`config.mk`:
```
export PLATFORM = sky130hd
export DESIGN_NAME = imem_fetch_ctrl_flat
export DESIGN_NICKNAME = d
export VERILOG_FILES = /design/src/rtl/imem_fetch_ctrl_if.sv /design/src/rtl/imem_fetch_ctrl.sv /design/src/flat_wrapper.sv
export SDC_FILE = /design/constraint.sdc
export NUM_CORES = 1
export LEC_CHECK = 0
export CORE_MARGIN = 1
export CORE_UTILIZATION = 35
export DETAILED_ROUTE_END_ITERATION = 12
export GPL_TIMING_DRIVEN = 1
export PLACE_DENSITY = 0.82
export REMOVE_ABC_BUFFERS = 1
export SETUP_SLACK_MARGIN = 0.3
export SYNTH_ARGS = -nofsm -noshare
export SYNTH_HDL_FRONTEND = slang
export SYNTH_SLANG_ARGS = --single-unit
```
`constraint.sdc`:
```
create_clock -name clk -period 2 [get_ports clk]
set_input_delay 0.2 -clock clk [delete_from_list [all_inputs] [get_ports clk]]
set_output_delay 0.2 -clock clk [all_outputs]
set_load 0.02 [all_outputs]
```
`src/rtl/imem_fetch_ctrl_if.sv`:
```
// rtl/imem_fetch_ctrl_if.sv - program-load stream, instruction memory port and fetch-output bundle
interface imem_fetch_ctrl_if #(
  parameter int AW = 5
);
  // program-load stream
  logic          ld_valid;
  logic          ld_ready;
  logic [31:0]   ld_data;
  logic          ld_last;
  // instruction memory write and read ports
  logic          mem_we;
  logic [AW-1:0] mem_waddr;
  logic [31:0]   mem_wdata;
  logic [31:0]   mem_addr;
  logic [31:0]   mem_instr;
  // run control
  logic          start;
  logic          redirect;
  logic [31:0]   redirect_pc;
  logic          halted;
  logic          err;
  // fetched-instruction handshake to decode
  logic          if_valid;
  logic          if_ready;
  logic [31:0]   if_instr;
  logic [31:0]   if_pc;

  // fetch controller side
  modport master (
    input  ld_valid, ld_data, ld_last, mem_instr, start, redirect, redirect_pc, if_ready,
    output ld_ready, mem_we, mem_waddr, mem_wdata, mem_addr, halted, err, if_valid, if_instr, if_pc
  );

  // loader / memory / decode side
  modport slave (
    output ld_valid, ld_data, ld_last, mem_instr, start, redirect, redirect_pc, if_ready,
    input  ld_ready, mem_we, mem_waddr, mem_wdata, mem_addr, halted, err, if_valid, if_instr, if_pc
  );
endinterface

```
`src/rtl/imem_fetch_ctrl.sv`:
```
// rtl/imem_fetch_ctrl.sv - instruction memory loader and in-order fetch controller
module imem_fetch_ctrl #(
  parameter int          DEPTH      = 32,
  parameter logic [31:0] HALT_INSTR = 32'h00000073
) (
  input logic               clk,
  input logic               rst_n,
  imem_fetch_ctrl_if.master bus
);
  localparam int            AW       = $clog2(DEPTH);
  localparam logic [31:0]   DEPTH_W  = 32'(DEPTH);
  localparam logic [AW-1:0] LAST_IDX = AW'(DEPTH - 1);
  localparam logic [AW-1:0] ONE      = AW'(1);

  typedef enum logic [2:0] {IDLE, LOAD, READY, RUN, HALT} state_t;

  state_t        state;
  logic [AW-1:0] ld_cnt;
  logic [AW-1:0] pc;
  logic          if_valid_q;
  logic [31:0]   if_instr_q;
  logic [31:0]   if_pc_q;
  logic          halted_q;
  logic          err_q;
  logic          beat;

  assign bus.ld_ready  = (state == IDLE) || (state == LOAD);
  assign beat          = bus.ld_valid && bus.ld_ready;
  // a beat presented while reset is low must not reach the memory
  assign bus.mem_we    = beat && rst_n;
  assign bus.mem_waddr = ld_cnt;
  assign bus.mem_wdata = bus.ld_data;
  assign bus.mem_addr  = (state == RUN) ? {{(32-AW){1'b0}}, pc} : 32'd0;

  assign bus.if_valid  = if_valid_q;
  assign bus.if_instr  = if_instr_q;
  assign bus.if_pc     = if_pc_q;
  assign bus.halted    = halted_q;
  assign bus.err       = err_q;

  // load / run / halt sequencing with all fetch outputs registered
  always_ff @(posedge clk) begin
    if (!rst_n) begin
      state      <= IDLE;
      ld_cnt     <= '0;
      pc         <= '0;
      if_valid_q <= 1'b0;
      if_instr_q <= '0;
      if_pc_q    <= '0;
      halted_q   <= 1'b0;
      err_q      <= 1'b0;
    end else begin
      case (state)
        IDLE: begin
          // start wins over a simultaneous first beat; that beat still lands in memory
          if (bus.start) begin
            state <= RUN;
            pc    <= '0;
          end else if (beat) begin
            ld_cnt <= ld_cnt + ONE;
            state  <= (bus.ld_last || ld_cnt == LAST_IDX) ? READY : LOAD;
          end
        end
        LOAD: begin
          if (beat) begin
            ld_cnt <= ld_cnt + ONE;
            if (bus.ld_last || ld_cnt == LAST_IDX) state <= READY;
          end
        end
        READY: begin
          if (bus.start) begin
            state <= RUN;
            pc    <= '0;
          end
        end
        RUN: begin
          if (bus.redirect) begin
            if_valid_q <= 1'b0;
            if (bus.redirect_pc >= DEPTH_W) begin
              state    <= HALT;
              halted_q <= 1'b1;
              err_q    <= 1'b1;
            end else begin
              pc <= bus.redirect_pc[AW-1:0];
            end
          end else if (if_valid_q && bus.if_ready && if_instr_q == HALT_INSTR) begin
            state      <= HALT;
            halted_q   <= 1'b1;
            if_valid_q <= 1'b0;
          end else if (!if_valid_q || bus.if_ready) begin
            if_instr_q <= bus.mem_instr;
            if_pc_q    <= {{(32-AW){1'b0}}, pc};
            if_valid_q <= 1'b1;
            pc         <= pc + ONE;
          end
        end
        HALT: begin
          halted_q   <= 1'b1;
          if_valid_q <= 1'b0;
        end
        default: state <= IDLE;
      endcase
    end
  end
endmodule

```
`src/flat_wrapper.sv`:
```
// flat-port wrapper written by rule: the top's interface ports become plain ports
module imem_fetch_ctrl_flat 
#(
  parameter int          DEPTH      = 32,
  parameter logic [31:0] HALT_INSTR = 32'h00000073
)
  (clk, rst_n, bus_ld_valid, bus_ld_data, bus_ld_last, bus_mem_instr, bus_start, bus_redirect, bus_redirect_pc, bus_if_ready, bus_ld_ready, bus_mem_we, bus_mem_waddr, bus_mem_wdata, bus_mem_addr, bus_halted, bus_err, bus_if_valid, bus_if_instr, bus_if_pc);
  imem_fetch_ctrl_if #(.AW((5))) bus_i ();
  input logic clk;
  input logic rst_n;
  input wire logic [$bits(bus_i.ld_valid)-1:0] bus_ld_valid;
  input wire logic [$bits(bus_i.ld_data)-1:0] bus_ld_data;
  input wire logic [$bits(bus_i.ld_last)-1:0] bus_ld_last;
  input wire logic [$bits(bus_i.mem_instr)-1:0] bus_mem_instr;
  input wire logic [$bits(bus_i.start)-1:0] bus_start;
  input wire logic [$bits(bus_i.redirect)-1:0] bus_redirect;
  input wire logic [$bits(bus_i.redirect_pc)-1:0] bus_redirect_pc;
  input wire logic [$bits(bus_i.if_ready)-1:0] bus_if_ready;
  output wire logic [$bits(bus_i.ld_ready)-1:0] bus_ld_ready;
  output wire logic [$bits(bus_i.mem_we)-1:0] bus_mem_we;
  output wire logic [$bits(bus_i.mem_waddr)-1:0] bus_mem_waddr;
  output wire logic [$bits(bus_i.mem_wdata)-1:0] bus_mem_wdata;
  output wire logic [$bits(bus_i.mem_addr)-1:0] bus_mem_addr;
  output wire logic [$bits(bus_i.halted)-1:0] bus_halted;
  output wire logic [$bits(bus_i.err)-1:0] bus_err;
  output wire logic [$bits(bus_i.if_valid)-1:0] bus_if_valid;
  output wire logic [$bits(bus_i.if_instr)-1:0] bus_if_instr;
  output wire logic [$bits(bus_i.if_pc)-1:0] bus_if_pc;
  assign bus_i.ld_valid = bus_ld_valid;
  assign bus_i.ld_data = bus_ld_data;
  assign bus_i.ld_last = bus_ld_last;
  assign bus_i.mem_instr = bus_mem_instr;
  assign bus_i.start = bus_start;
  assign bus_i.redirect = bus_redirect;
  assign bus_i.redirect_pc = bus_redirect_pc;
  assign bus_i.if_ready = bus_if_ready;
  assign bus_ld_ready = bus_i.ld_ready;
  assign bus_mem_we = bus_i.mem_we;
  assign bus_mem_waddr = bus_i.mem_waddr;
  assign bus_mem_wdata = bus_i.mem_wdata;
  assign bus_mem_addr = bus_i.mem_addr;
  assign bus_halted = bus_i.halted;
  assign bus_err = bus_i.err;
  assign bus_if_valid = bus_i.if_valid;
  assign bus_if_instr = bus_i.if_instr;
  assign bus_if_pc = bus_i.if_pc;
  imem_fetch_ctrl #(.DEPTH(DEPTH), .HALT_INSTR(HALT_INSTR)) u_core (.clk(clk), .rst_n(rst_n), .bus(bus_i));
endmodule
```
==> flow_summary.yaml <==
logic_synthesis:
  synth_area_mm2: 0.00330
  synthTopCellsByCount: "buf_4, dfxtp_1, nand3_1, a21oi_1, o21ai_0"
  synth.most_common_cell: "buf_4"
  synth_ff_type: "dfxtp_1"
  syn_area_per_cell_um2: 8.03
  synth.top_cells.by_area: "dfxtp_1, buf_4, nand3_1"
  synthCells: 411
  synth_edf_count: 0
  synth-seq-area-share: 0.321
  yosys.area.top_type: "dfxtp_1"
  ys_async_sr_fraction: 0
  synthDistinctLibCells: 52
  ys_ff_latch: 53
  synth_top_area_share: 0.321
  yosys_warnings: 0
floorplan:
  dieArea_mm2: 0.00982
  die-width_um: 99.1
  rows: 35
  core_region_area_mm2: 0.00920
  initial_core_util: 0.359
  ios: 241
  fp.dieH_um: 99.1
placed_design:
  dp_hpwl_um: 8240
  portBuffers: 122
  post-place-ws_ns: -0.318
  placedCellCount: 620
  postPlaceCellArea_mm2: 0.00439
  place_congestion: 0.835
clock_tree:
  cts_tree: "built"
  cts_root_buf: "clkbuf_8"
  cts-buffers-inserted: 5
  cts_buffer_depth: 2
  htree_num_levels: 2
  insertion_delay_ns: 0.31
  clkTransAtPathRegs_ns: 0.11
  cts.sinks: 53
global_route:
  antenna_found_initial: 0
  grt_usage: 0.218
  grt_pass1_vias: 3108
  grt_pass1_wl_um: 16700
  grt.overflow.total: 0
  grt_max_degree: 38
setup_path:
  crit_arrival_ns: 2.00
  crit_fanout: 8
  cpMaxStageDelayCell: "or3_4"
  worstSetupStartpointType: "flop"
  setup.worst_path.start: "u_core.bus.if_instr[7]"
  endpoint_kind: "flop"
  crit_chain: "nor4_2 -> buf_4 -> nand4_1 -> or3_4 -> clkbuf_16 -> nand3_1 -> a21oi_1"
  crit_type: "flop to flop"
  required_ns: 2.19
  critPathMaxStageDelay_ns: 0.45
  reg2reg_from: "u_core.bus.if_instr[7]"
sta:
  fin_crit_ns: 1.81
  holdWs_ns: 0.400
  slew_viol_final: 0
  fin_crit_sh: 0.906
  hold_viol: 0
  rsz0062_at_grt: "yes"
  fmax_mhz: 552
  setup_tns_ns: 0
  setup_viol: 0
  setup_ws_ns: 0.188
  fin_skew_ns: 0.0104
final_layout:
  multiInputGateArea_mm2: 0.00184
  nFillCells: 873
  postLayoutCoreUtil: 0.518
  final_nets: 632
  layout.cells.non_filler: 638
  regArea_mm2: 0.00108
  layout-drive-gt1-share: 0.197
  stdcell_area_mm2: 0.00477
  antenna_cells: 0
  syn_to_final_growth_pct: 44.4
hold_path:
  hold_path_class: "primary input to output port"
  worstHoldStart: "bus_ld_data[14]"
outcome:
  status: "complete, no violations"
power:
  power_mw: 2.60
  powerDensity_mw_per_mm2: 546
  p_leak_nw: 1.84
  ir_worst_vdd_mv: 0.268
drt:
  drt_iter0_markers: 165
  avgRoutedWirePerCell_um: 17.5
  vias: 3348
  wirelength_um: 11200
  viasPerCell: 5.25
  ant_nets: 0
  dr.pass1.iters: 5
  drc: 0
job:
  cap_viol_max_count: 0
## critical path, delay by kind of cell (launching register included)
family,cells,cell delay (ns)
AO/OA/AOI/OAI,1,0.06
AND/OR/NAND/NOR,4,0.94
flip-flops,1,0.34
buffers and inverters,2,0.36
## placed cells by master, fill, tap and decap left out, types with 3 or more instances in the layout
cell type,instances
o311a_1,4
buf_6,4
conb_1,54
nand3_1,37
buf_4,33
nor2_1,12
clkdlybuf4s50_1,98
nand3_2,8
clkdlybuf4s15_2,3
buf_12,4
clkbuf_8,5
o21ai_0,40
nor4_2,7
nand4_1,4
dfxtp_1,41
inv_1,5
nor3_1,4
a21oi_1,41
dlygate4sd2_1,18
and2_1,7
dfxtp_2,11
nor4_1,6
nor4_4,5
mux2i_1,3
o211ai_1,3
nand2_1,10
and3_1,3
xor2_1,4
## sequential cells by signal, summed over array words and instances, names as in the netlist
name,flops
u_core.bus.err,1
u_core.bus.mem_waddr,5
u_core.bus.if_valid,1
u_core.pc,5
u_core.bus.if_instr,32
u_core.bus.if_pc,5
u_core.bus.halted,1
u_core.state,3
## power breakdown
group	leakage [nW]	total [mW]	internal, mW	switching, mW
registers	0.435	1.17	1.11	0.0615
clock network	0.0445	0.639	0.250	0.389
logic	1.36	0.791	0.371	0.419
## worst paths after layout
path                              to  cells after the start  slack (ns)
max          u_core.bus.if_instr[20]                      7        0.19
min                bus_mem_wdata[14]                      0        0.40
max reg2reg  u_core.bus.if_instr[20]                      7        0.19
min reg2reg           u_core.bus.err                      2        0.47
## logic make-up (layout without fill, tap and decap cells)
logic type | Yosys count | after routing | share of synthesized area
XOR/XNOR | 6 | 6 | 0.0159
AO/OA/AOI/OAI | 105 | 105 | 0.184
other | 1 | 54 | 0.00114
flip-flops | 53 | 53 | 0.321
multiplexers | 3 | 3 | 0.00910
AND/OR/NAND/NOR | 125 | 125 | 0.222
adder cells (fa/ha/maj) | 3 | 3 | 0.0114
buffers and inverters | 115 | 178 | 0.235
## timing repair
action	in CTS	in global routing
hold buffers	0	0
pin swaps	24	4
setup endpoints to repair	54	54
cloned	0	1
buffers inserted	9	0
gates resized for setup	71	19
## routing by layer
| metal | global-route usage | up-vias | routed length (um) |
|---|---|---|---|
| met4 | 0.0498 | 0 | 121 |
| met3 | 0.0864 | 13 | 1150 |
| met5 | 0.0359 | - | 0 |
| met1 | 0.262 | 1567 | 4590 |
| li1 | - | 1559 | - |
| met2 | 0.365 | 209 | 5310 |
## cell type report
type,instances,share of cell area
Clock buffer,5,0.0144
Clock inverter,3,0.00446
Inverter,6,0.00473
Multi-Input combinational cell,296,0.387
Sequential cell,53,0.226
Tap cell,111,0.0291
Timing Repair Buffer,164,0.334
No activity file was read; power rests on OpenSTA's default activity.
